[src/rtl/studio_keypad.sv]
// Studio II keypad controller: PS/2 key events -> per-pad held bitmaps with minimum-hold stretching,
// CPU-programmable key select and registered active-low EF lines. Optional joystick input: STUDIO_KEYPAD_JOY_EN.
module studio_keypad #(
    parameter int              NUM_PADS    = 2,
    parameter int              HOLD_W      = 20,
    parameter logic [HOLD_W-1:0] HOLD_CYCLES = 20'd500000,
    parameter logic [2:0]      SEL_PORT    = 3'd2
) (
    input  logic                     clk,
    input  logic                     resetq,
    input  logic [10:0]              ps2_key,
    input  logic [2:0]               io_n,
    input  logic                     io_out,
    input  logic [7:0]               io_dout,
`ifdef STUDIO_KEYPAD_JOY_EN
    input  logic [NUM_PADS*10-1:0]   joy_keys,
`endif
    output logic [3:0]               key_sel,
    output logic [NUM_PADS*10-1:0]   key_state,
    output logic [NUM_PADS-1:0]      ef_n,
    output logic                     any_pressed
);

    localparam int NUM_KEYS = NUM_PADS * 10;

    logic                toggle_q;
    logic                armed;
    logic [NUM_KEYS-1:0] held;
    logic [NUM_KEYS-1:0] pend;
    logic [HOLD_W-1:0]   cnt [NUM_KEYS];
    logic [NUM_KEYS-1:0] press_vec;
    logic [NUM_KEYS-1:0] rel_vec;
    logic [NUM_KEYS-1:0] eff;
    logic [NUM_PADS-1:0] sel_hit;
    logic [5:0]          dec;

    wire unused_dout = &{1'b0, io_dout[7:4]};

    // Returns {valid, key index}; pad1 keys occupy indices 10..19.
    function automatic logic [5:0] decode_sc(input logic [7:0] sc);
        case (sc)
            8'h45: decode_sc = {1'b1, 5'd0};
            8'h16: decode_sc = {1'b1, 5'd1};
            8'h1E: decode_sc = {1'b1, 5'd2};
            8'h26: decode_sc = {1'b1, 5'd3};
            8'h25: decode_sc = {1'b1, 5'd4};
            8'h2E: decode_sc = {1'b1, 5'd5};
            8'h36: decode_sc = {1'b1, 5'd6};
            8'h3D: decode_sc = {1'b1, 5'd7};
            8'h3E: decode_sc = {1'b1, 5'd8};
            8'h46: decode_sc = {1'b1, 5'd9};
            8'h70: decode_sc = {1'b1, 5'd10};
            8'h69: decode_sc = {1'b1, 5'd11};
            8'h72: decode_sc = {1'b1, 5'd12};
            8'h7A: decode_sc = {1'b1, 5'd13};
            8'h6B: decode_sc = {1'b1, 5'd14};
            8'h73: decode_sc = {1'b1, 5'd15};
            8'h74: decode_sc = {1'b1, 5'd16};
            8'h6C: decode_sc = {1'b1, 5'd17};
            8'h75: decode_sc = {1'b1, 5'd18};
            8'h7D: decode_sc = {1'b1, 5'd19};
            default: decode_sc = 6'd0;
        endcase
    endfunction

    always_comb begin
        // NOTE: every combinational output gets a default first so no path leaves it unassigned (no latch).
        dec       = decode_sc(ps2_key[7:0]);
        press_vec = '0;
        rel_vec   = '0;
        if (armed && (ps2_key[10] != toggle_q) && !ps2_key[8] && dec[5]) begin
            // Indices beyond NUM_KEYS (pad1 with a single pad) simply never match.
            for (int k = 0; k < NUM_KEYS; k++) begin
                if (dec[4:0] == 5'(k)) begin
                    press_vec[k] = ps2_key[9];
                    rel_vec[k]   = ~ps2_key[9];
                end
            end
        end
    end

    // NOTE: state uses non-blocking assignments with an asynchronous active-low reset.
    always_ff @(posedge clk or negedge resetq) begin
        if (!resetq) begin
            toggle_q <= 1'b0;
            armed    <= 1'b0;
        end else begin
            toggle_q <= ps2_key[10];
            armed    <= 1'b1;
        end
    end

    always_ff @(posedge clk or negedge resetq) begin
        if (!resetq) begin
            held <= '0;
            pend <= '0;
            // NOTE: the counter array is small flop storage, so it is reset explicitly to avoid a stale release after reset.
            for (int k = 0; k < NUM_KEYS; k++) cnt[k] <= '0;
        end else begin
            for (int k = 0; k < NUM_KEYS; k++) begin
                if (press_vec[k]) begin
                    held[k] <= 1'b1;
                    cnt[k]  <= HOLD_CYCLES;
                    pend[k] <= 1'b0;
                end else begin
                    if (cnt[k] != '0) cnt[k] <= cnt[k] - 1'b1;
                    if (rel_vec[k]) begin
                        if (cnt[k] == '0) held[k] <= 1'b0;
                        else              pend[k] <= 1'b1;
                    end else if (pend[k] && cnt[k] == '0) begin
                        held[k] <= 1'b0;
                        pend[k] <= 1'b0;
                    end
                end
            end
        end
    end

`ifdef STUDIO_KEYPAD_JOY_EN
    logic [NUM_KEYS-1:0] joy_s1, joy_s2;

    always_ff @(posedge clk or negedge resetq) begin
        if (!resetq) begin
            joy_s1 <= '0;
            joy_s2 <= '0;
        end else begin
            joy_s1 <= joy_keys;
            joy_s2 <= joy_s1;
        end
    end

    assign eff = held | joy_s2;
`else
    assign eff = held;
`endif

    assign key_state = eff;

    always_comb begin
        sel_hit = '0;
        for (int p = 0; p < NUM_PADS; p++) begin
            for (int k = 0; k < 10; k++) begin
                if (key_sel == 4'(k)) sel_hit[p] = eff[p*10 + k];
            end
        end
    end

    always_ff @(posedge clk or negedge resetq) begin
        if (!resetq) begin
            key_sel     <= 4'd0;
            ef_n        <= '1;
            any_pressed <= 1'b0;
        end else begin
            if (io_out && io_n == SEL_PORT) key_sel <= io_dout[3:0];
            ef_n        <= ~sel_hit;
            any_pressed <= |eff;
        end
    end

endmodule

[config.mk]
export PLATFORM = sky130hd
export DESIGN_NAME = studio_keypad
export DESIGN_NICKNAME = d
export VERILOG_FILES = /design/src/rtl/studio_keypad.sv
export SDC_FILE = /design/constraint.sdc
export NUM_CORES = 1
export LEC_CHECK = 0
export CAP_MARGIN = 10
export CORE_ASPECT_RATIO = 1.2
export CORE_MARGIN = 2
export CORE_UTILIZATION = 65
export CTS_BUF_LIST = sky130_fd_sc_hd__clkbuf_2 sky130_fd_sc_hd__clkbuf_4 sky130_fd_sc_hd__clkbuf_8
export CTS_CLUSTER_DIAMETER = 80
export CTS_CLUSTER_SIZE = 20
export DETAILED_ROUTE_END_ITERATION = 8
export GPL_ROUTABILITY_DRIVEN = 0
export GPL_TIMING_DRIVEN = 0
export PLACE_DENSITY = 0.81
export SLEW_MARGIN = 20
export SYNTH_ARGS = -nofsm -noshare
export SYNTH_HDL_FRONTEND = slang
export SYNTH_SLANG_ARGS = --single-unit
[constraint.sdc]
create_clock -name clk -period 8.2 [get_ports clk]
set_clock_uncertainty 0.1 [all_clocks]
set_input_delay 1.64 -clock clk [delete_from_list [all_inputs] [get_ports clk]]
set_output_delay 1.64 -clock clk [all_outputs]
set_load 0.01 [all_outputs]
# Yosys cells after proc, flatten, opt, wreduce, memory -nomap -nowiden
# Cells that the tools add are included.
[classes] eq_ne=90 n_addsub=20 n_mux=243 n_reduce_logical=148 bitwise_logic=2
[op_table] op="20-bit 2-to-1 mux" count=42
[op_table] op="20-bit logical NOT" count=20
[op_table] op="20-bit nonzero test" count=20
[op_table] op="20-bit by 1-bit subtractor with 20-bit output, second input constant" count=20
[op_table] op="1-bit 2-to-1 mux" count=200
[op_table] op="6-bit case mux with 20 select lines" count=1
[op_table] op="8-bit by 7-bit == test with 1-bit output, second input constant" count=12
[op_table] op="2-bit AND reduction" count=40
[op_table] op="3-bit by 2-bit != test with 1-bit output, second input constant" count=20
[op_table] op="3-bit != test, second input constant" count=20
[op_table] op="3-bit nonzero test" count=20
[op_table] op="8-bit by 6-bit == test with 1-bit output, second input constant" count=6
[op_table] op="5-bit by 4-bit == test with 1-bit output, second input constant" count=8
[op_table] op="2-bit nonzero test" count=20
[op_table] op="1-bit logical AND" count=24
[op_table] op="5-bit by 3-bit == test with 1-bit output, second input constant" count=4
[op_table] op="5-bit == test, second input constant" count=4
[op_table] op="20-bit OR reduction" count=1
[op_table] op="4-bit by 3-bit == test with 1-bit output, second input constant" count=4
[op_table] op="8-bit by 5-bit == test with 1-bit output, second input constant" count=2
[op_table] op="5-bit by 2-bit == test with 1-bit output, second input constant" count=2
[op_table] op="4-bit by 2-bit == test with 1-bit output, second input constant" count=2
[op_table] op="4-bit == test, second input constant" count=2
[op_table] op="5-bit by 1-bit == test with 1-bit output, second input constant" count=1
[op_table] op="8 further kinds" count=8
[word_totals] out_inout_bits=27 wordCells=568 ff_bits=449 in_bits=25

# Depth between registers and ports, before layout
# Gate-level depths: netlist (run 1).
[logic_depth] ltp_word=12 mapped_depth=11 ltp_nobuf=8

# Worst setup path after synthesis (run 1)
# OpenSTA, ideal clock, no wires.
[synth_timing] path_type="input to register" startpoint="input ps2_key[6]" endpoint="register cnt[342] (netlist bit)" slack_ns=4.368 stages=10 arrival_time_ns=3.610 n_path_buf=4 required_time_ns=7.979 setup_time_ns=0.121 cell_sequence="clkbuf_1 > nor3b_1 > nor2b_1 > a21oi_1 > a41oi_1 > buf_2 > and2_1 > clkbuf_1 > buf_2 > nor2_1"
[synth_between] elab_chain_len=6 elab_cells_between_ends=27 cone_classes="21 x eq/ne; 4 x mux; 2 x reduce/logical"
[synth_rtl] item="from (decl)" line="11" rtl="input logic [10:0] ps2_key,"
[synth_rtl] item="8-bit by 7-bit == test with 1-bit output (tied with other cells)" line="41" rtl="case (sc)"
[synth_rtl] item="6-bit case mux with 20 select lines *" line="41"
[synth_rtl] item="5-bit by 2-bit == test with 1-bit output" line="74" rtl="if (dec[4:0] == 5'(k)) begin"
[synth_rtl] item="1-bit 2-to-1 mux" line="74"
[synth_rtl] item="20-bit 2-to-1 mux *" line="71" rtl="if (armed && (ps2_key[10] != toggle_q) && !ps2_key[8] && dec[5]) begin"
[synth_rtl] item="20-bit 2-to-1 mux / 2-bit nonzero test (equally long branches)"
[synth_rtl] item="to (signal, indexed assignment)" line="103" rtl="cnt[k] <= HOLD_CYCLES;"
[synth_rtl] item="to (decl)" line="30" rtl="logic [HOLD_W-1:0] cnt [NUM_KEYS];"
# Every way passes the cells marked *; elsewhere a longest branch is shown, timed or not.
# A chain may end at the register's enable or synchronous reset.

# Worst setup path after layout (run 1)
[layout_timing] startpoint="input ps2_key[6]" endpoint="register cnt[343] (netlist bit)"
# Same word-level chain as after synthesis.

==> results of run 1 <==
[kinds of logic (layout without fill, tap and decap cells)]
group | after synthesis | after routing | synth area share
multiplexers | 41 | 41 | 0.0192
flip-flops | 449 | 449 | 0.486
adder cells (fa/ha/maj) | 20 | 20 | 0.0108
other | 1 | 2 | 0.000162
AO/OA/AOI/OAI | 252 | 252 | 0.0707
buffers and inverters | 129 | 220 | 0.0224
AND/OR/NAND/NOR | 1301 | 1301 | 0.283
XOR/XNOR | 283 | 283 | 0.107
[area by class of cell]
cell class | instances | area, µm² | share of cell area
diodes | 1 | 2.50 | 0.000101
plain buffers | 66 | 280 | 0.0113
clock buffers | 39 | 474 | 0.0191
clock inverters | 1 | 8.76 | 0.000354
inverters | 63 | 236 | 0.00955
multi-input cells | 1898 | 11400 | 0.458
flip-flops and latches | 449 | 11200 | 0.454
well taps | 462 | 578 | 0.0233
repair buffers | 51 | 603 | 0.0243
[worst register-to-register path, stage by stage (launching register included)]
cell,delay (ps)
dfrtp_1,390
xor2_1,170
nand3b_1,420
nor2_1,820
nand2_1,280
nor2_1,490
clkbuf_1,390
nor2_1,110
[metrics by stage]
step	instances	setup TNS [ps]	util	power (µW)	setup slack (ps)
2_1_floorplan	2476	0	-	3150	4370
3_3_place_gp	2984	-6240680	0.690	3330	-13950
3_5_place_dp	2989	0	0.694	3390	2970
4_1_cts	3029	0	0.708	4430	3620
5_1_grt	3030	0	0.708	4630	3360
6_report	3030	0	0.708	4400	3510
[synthesized netlist by cell type, types with 17 or more instances]
cell,n
nor3_1,148
nor4_1,69
and2_1,17
clkbuf_1,45
xor2_1,134
o31ai_1,19
o21ai_0,63
or3_1,67
dfrtp_1,447
nand4_1,23
a211oi_1,25
nand2_1,255
mux2i_1,32
and3_1,24
nor2_1,376
nand2b_1,31
ha_1,20
nand3b_1,28
nand3_1,104
nor2b_1,28
xnor2_1,149
a21oi_1,65
or4_1,49
buf_2,20
inv_1,63
[worst paths after layout]
path	start	endpoint	slack, ps	depth (start not counted)
hold reg to reg	cnt[263]	cnt[263]	430	2
hold / removal	cnt[263]	cnt[263]	430	2
setup / recovery	ps2_key[6]	cnt[343]	3510	11
max in group asynchronous	resetq	cnt[296]	6070	3
setup reg to reg	toggle_q	cnt[24]	4920	7
min in group asynchronous	resetq	key_state[14]	770	1
[per-layer routing]
| metal | share of wire | GRT usage | vias to the layer above |
|---|---|---|---|
| met3 | 0.044 | 0.0399 | 78 |
| met1 | 0.43 | 0.352 | 8956 |
| met4 | 0.024 | 0.0789 | 4 |
| met2 | 0.50 | 0.472 | 334 |
| met5 | 0.00055 | 0 | - |
| li1 | - | - | 8777 |
[sequential cells by signal, summed over array words and instances, names as in the netlist]
signal,cells
any_pressed,1
toggle_q,1
key_sel,4
ef_n,2
pend,20
cnt,400
armed,1
key_state,20
[where the power goes]
part / leakage (µW) / internal, µW / switching, µW
clock: 0.000259 / 371 / 677
sequential: 0.00450 / 2460 / 263
combinational: 0.00368 / 291 / 338
total: 0.00844 / 3120 / 1280
==> results.py, run 1 <==
metrics = {
    "run_status": {
        "outcome": "completed",
    },
    "critical_path": {
        "critical_path_s_largest_stage_delay_ps": 610,
        "critPathArrivalTime_ps": 5100,
        "critPathMaxFanout": 10,
        "cp_data_required_time_ps": 8610,
        "crit_path_start_kind": "input pin",
        "endpoint_kind": "flop",
        "path_cells": "clkdlybuf4s50_1, clkbuf_1, nor3b_1, nor2b_1, a21oi_1, a41oi_1, buf_2, and2_1, clkbuf_1, buf_2, nor2_1",
        "crit_type": "in -> reg",
        "cp.buffers_inverters": 5,
        "cpMaxStageDelayCell": "nor3b_1",
        "critPathTopFamily": "buffers and inverters",
    },
    "pwr": {
        "leakage_uw": 0.00844,
        "power-per-cell-area_mw_per_mm2": 178,
        "max-vdd-ir-drop_mv": 0.141,
    },
    "clock_tree": {
        "h-tree-depth": 1,
        "post-cts-setup-buffers": 0,
        "cts_repair_resize_count": 0,
        "clock_tree.buffer_depth": 3,
        "clock_insertion_delay_worst_skew_ps": 640,
        "clock-sinks": 449,
        "cts.hold.buffers_added": 0,
        "cts.reportedPaths.clkPinSlew_ps": 120,
        "cts_buffers": 26,
        "clock-root-buffer": "clkbuf_8",
        "cts_tree": "yes",
    },
    "synthesis": {
        "synth_sequential_area_ratio": 0.486,
        "flip_flop_and_latch_count_after_synthesis": 449,
        "synthTopCellsByArea": "dfrtp_1 48%, nor2_1 6.1%, xnor2_1 5.6%",
        "syn_nets": 2521,
        "synth-edff-count": 0,
        "post_synth_inst_count": 2476,
        "synth_top_area_frac": 0.484,
        "synth.cell_area_mm2": 0.0231,
        "synth_cell_types": 73,
        "synth_flop_cell": "dfrtp_1",
        "syn-mean-instance-area_um2": 9.33,
        "synth_top_area_cell": "dfrtp_1",
        "synth_async_sr_flop_share": 1.00,
        "ys.warnings.count": 0,
    },
    "detailed_routing": {
        "detail_route.iter0.violations": 1170,
        "routedWlPerCell_um": 16.3,
        "remaining_drc_errors": 0,
        "route.final.wire_length_um": 49300,
        "first_pass_drt_iterations": 5,
        "antenna_left": 0,
        "via_count": 18100,
        "via_per_inst": 5.99,
    },
    "floorplanning": {
        "die_h_um": 211,
        "fp.coreArea_mm2": 0.0350,
        "die-area_mm2": 0.0371,
        "boundaryPins": 52,
        "starting_utilization_of_the_core_area": 0.660,
        "fp-row-count": 75,
        "die-width_um": 176,
    },
    "global_routing": {
        "grt_pass1_wl_um": 83900,
        "antenna_found_initial": 4,
        "grt_remaining_overflow": 0,
        "vias_in_the_first_global_route": 18000,
        "grt_start_max_net_pins": 94,
        "grt.total_usage": 0.271,
    },
    "sta": {
        "post-route-min-period_ps": 4690,
        "timing_worst_slew_pin_value_ps": 1050,
        "final-hold-violation-count": 0,
        "max_freq_ghz": 0.213,
        "timing.hold.ws_ps": 430,
        "relSlewSlack": 0.293,
        "rsz0062_at_grt": "no",
        "setup_viol": 0,
        "drv_slew": 0,
        "final.period_utilization": 0.572,
    },
    "placed_design": {
        "hpwl_um": 35600,
        "placed_area_mm2": 0.0243,
        "port_buffers": 46,
    },
    "finish": {
        "post_route_cells_drive_above_1_share": 0.0436,
        "finalInstanceArea_mm2": 0.0248,
        "final_net_count": 2600,
        "mostFrequentLayoutCells": "447 x dfrtp_1, 376 x nor2_1, 255 x nand2_1",
        "mostFrequentLayoutCell": "dfrtp_1",
        "fillers": 2615,
        "syn_to_final_growth_pct": 7.22,
    },
    "hold_path": {
        "hold_path.class": "reg -> reg",
    },
    "job": {
        "timing.max_cap.violations": 0,
    },
}
Note: power is estimated with default switching activity, not from simulation.
==> inputs of run 2 (changes only) <==
==> constraint.sdc (replaced) <==
create_clock -name clk -period 4.5 [get_ports clk]
set_clock_uncertainty 0.1 [all_clocks]
set_input_delay 0.9 -clock clk [delete_from_list [all_inputs] [get_ports clk]]
set_output_delay 0.9 -clock clk [all_outputs]
set_load 0.01 [all_outputs]
==> results of run 2 <==
The final DEF is identical to that of run 1. Status: completed.
Main changes from that run: setup slack after placement 2970 ps -> 10.9 ps; clock-pin slew on the worst setup and hold paths 120 ps -> 130 ps; setup slack after layout 3510 ps -> 550 ps; hold slack 430 ps -> 34.4 ps; register-to-register setup slack 4920 ps -> 1220 ps; total power 4400 µW -> 8020 µW; worst IR drop on VDD 0.141 mV -> 0.257 mV
==> inputs of run 3 (changes only) <==
--- a/config.mk
+++ b/config.mk
@@ -15,7 +15,7 @@
 export DETAILED_ROUTE_END_ITERATION = 8
 export GPL_ROUTABILITY_DRIVEN = 0
 export GPL_TIMING_DRIVEN = 0
-export PLACE_DENSITY = 0.81
+export PLACE_DENSITY = 0.94
 export SLEW_MARGIN = 20
 export SYNTH_ARGS = -nofsm -noshare
 export SYNTH_HDL_FRONTEND = slang
==> run 3 against run 2 <==
Effect of this change: sequential power is essentially flat; total power grew 1.8%; die area is the same; largest power group unchanged; maximum frequency is essentially flat; global-route usage grew 1.8 points; cell area is essentially flat; non-clock buffer count is the same; wire length grew 7.4%; worst setup slack lost 1.7 ps.
==> results.py, run 3 (synthesis results as in run 1) <==
metrics = {
    "detailed_routing": {
        "routedWlPerCell_um": 17.5,
        "first_pass_drt_iterations": 5,
        "antenna_left": 0,
        "via_per_inst": 6.27,
        "remaining_drc_errors": 0,
        "detail_route.iter0.violations": 1793,
        "via_count": 19000,
        "route.final.wire_length_um": 53000,
    },
    "critical_path": {
        "cp_data_required_time_ps": 4920,
        "worstSetupStartpoint": "ps2_key[6]",
        "critPathMaxFanout": 10,
        "crit_path_start_kind": "input pin",
        "endpoint_kind": "flop",
        "crit_type": "in -> reg",
        "critPathArrivalTime_ps": 4370,
        "reg2reg_from": "toggle_q",
    },
    "global_routing": {
        "grt_pass1_wl_um": 89400,
        "grt_remaining_overflow": 0,
        "grt.total_usage": 0.289,
        "antenna_found_initial": 4,
        "vias_in_the_first_global_route": 19100,
        "grt_start_max_net_pins": 101,
    },
    "finish": {
        "mostFrequentLayoutCell": "dfrtp_1",
        "flip_flop_count_of_the_largest_register_after_layout": 400,
        "syn_to_final_growth_pct": 7.25,
        "post-route-util": 0.708,
        "instances_no_fill": 3030,
        "most_flops_register": "cnt",
        "mostFrequentLayoutCells": "447 x dfrtp_1, 376 x nor2_1, 255 x nand2_1",
        "final_net_count": 2600,
        "post_route_cells_drive_above_1_share": 0.0436,
        "fillers": 2361,
    },
    "placed_design": {
        "port_buffers": 46,
        "detailedPlace.worstSlack_ps": 16.9,
        "post-place-cells": 2989,
        "hpwl_um": 37500,
    },
    "clock_tree": {
        "clock_insertion_delay_worst_skew_ps": 650,
        "cts_tree": "yes",
        "clock_tree.buffer_depth": 3,
        "post-cts-setup-buffers": 0,
        "cts.reportedPaths.clkPinSlew_ps": 120,
        "clock-sinks": 449,
        "clock-root-buffer": "clkbuf_8",
        "cts_buffers": 26,
        "cts_repair_resize_count": 0,
        "cts.hold.buffers_added": 0,
        "h-tree-depth": 1,
    },
    "hold_path": {
        "hold_path.class": "in -> async",
    },
    "pwr": {
        "pwr-share-seq": 0.611,
        "power.switching_fraction": 0.295,
        "cellInternalPower_uw": 5760,
        "clock_power_share": 0.246,
        "leakage_uw": 0.00844,
        "combinationalPowerShare": 0.143,
        "power-per-cell-area_mw_per_mm2": 329,
        "power.switching_uw": 2410,
        "finalPower_uw": 8160,
        "max-vdd-ir-drop_mv": 0.375,
    },
    "sta": {
        "max_freq_ghz": 0.253,
        "drv_slew": 0,
        "worst_slack_ps": 549,
        "timing_worst_slew_pin_value_ps": 1020,
        "final-hold-violation-count": 0,
        "relSlewSlack": 0.316,
        "setup_viol": 0,
        "final.period_utilization": 0.878,
        "rsz0062_at_grt": "no",
        "post-route-min-period_ps": 3950,
    },
    "floorplanning": {
        "die-area_mm2": 0.0371,
        "boundaryPins": 52,
        "fp.coreArea_mm2": 0.0350,
        "fp-row-count": 75,
        "die_h_um": 211,
        "die-width_um": 176,
        "starting_utilization_of_the_core_area": 0.660,
    },
    "job": {
        "timing.max_cap.violations": 0,
    },
    "run_status": {
        "outcome": "completed",
    },
}
run 3: metal layers:
| metal | global-route usage | share of wire | up-vias | wire length [µm] |
|---|---|---|---|---|
| li1 | - | - | 8804 | - |
| met4 | 0.104 | 0.033 | 2 | 1770 |
| met5 | 0 | 0.00028 | - | 15 |
| met3 | 0.0474 | 0.068 | 166 | 3610 |
| met2 | 0.501 | 0.50 | 664 | 26500 |
| met1 | 0.366 | 0.40 | 9374 | 21100 |
run 3: layout make-up:
type	count	area, µm²	area share
repair buffers	51	581	0.0234
clock buffers	36	439	0.0177
plain buffers	66	280	0.0113
well taps	462	578	0.0233
diodes	2	5.00	0.000202
multi-input cells	1898	11400	0.458
clock inverters	3	65.1	0.00263
inverters	63	236	0.00954
flip-flops and latches	449	11200	0.454
run 3: power by group through the flow:
stage	sequential [µW]	clock (µW)	combinational [µW]
detailed placement	5040	0	1150
global placement	5000	0	1060
finish	4990	2010	1170
CTS	4970	2030	1170
floorplan	4930	0	809
global route	5040	2170	1320
run 3: critical path: stages:
cell             delay [ps]
clkdlybuf4s50_1         480
clkbuf_1                240
nor3b_1                 590
nor2b_1                 410
a21oi_1                 310
a41oi_1                 350
buf_2                   310
and2_0                  380
buf_2                   310
nor2_1                   80
run 3: worst paths after layout:
check                           slack, ps       end  depth (start not counted)
worst max register to register       1310   cnt[34]                          7
worst min register to register        430  cnt[233]                          2
worst max-delay path                  550  cnt[199]                         10
min in group clk                      430  cnt[233]                          2
max in group asynchronous            2780  cnt[214]                          3
worst min-delay path                  170   cnt[98]                          1
run 3: metrics by stage:
stage	setup TNS [ps]	hold WS, ps	area [µm²]
after floorplan	0	374	23100
after global placement	-7409960	393	24100
after detailed placement	0	395	24300
after CTS	0	173	24800
after global routing	0	216	24800
final	0	169	24800
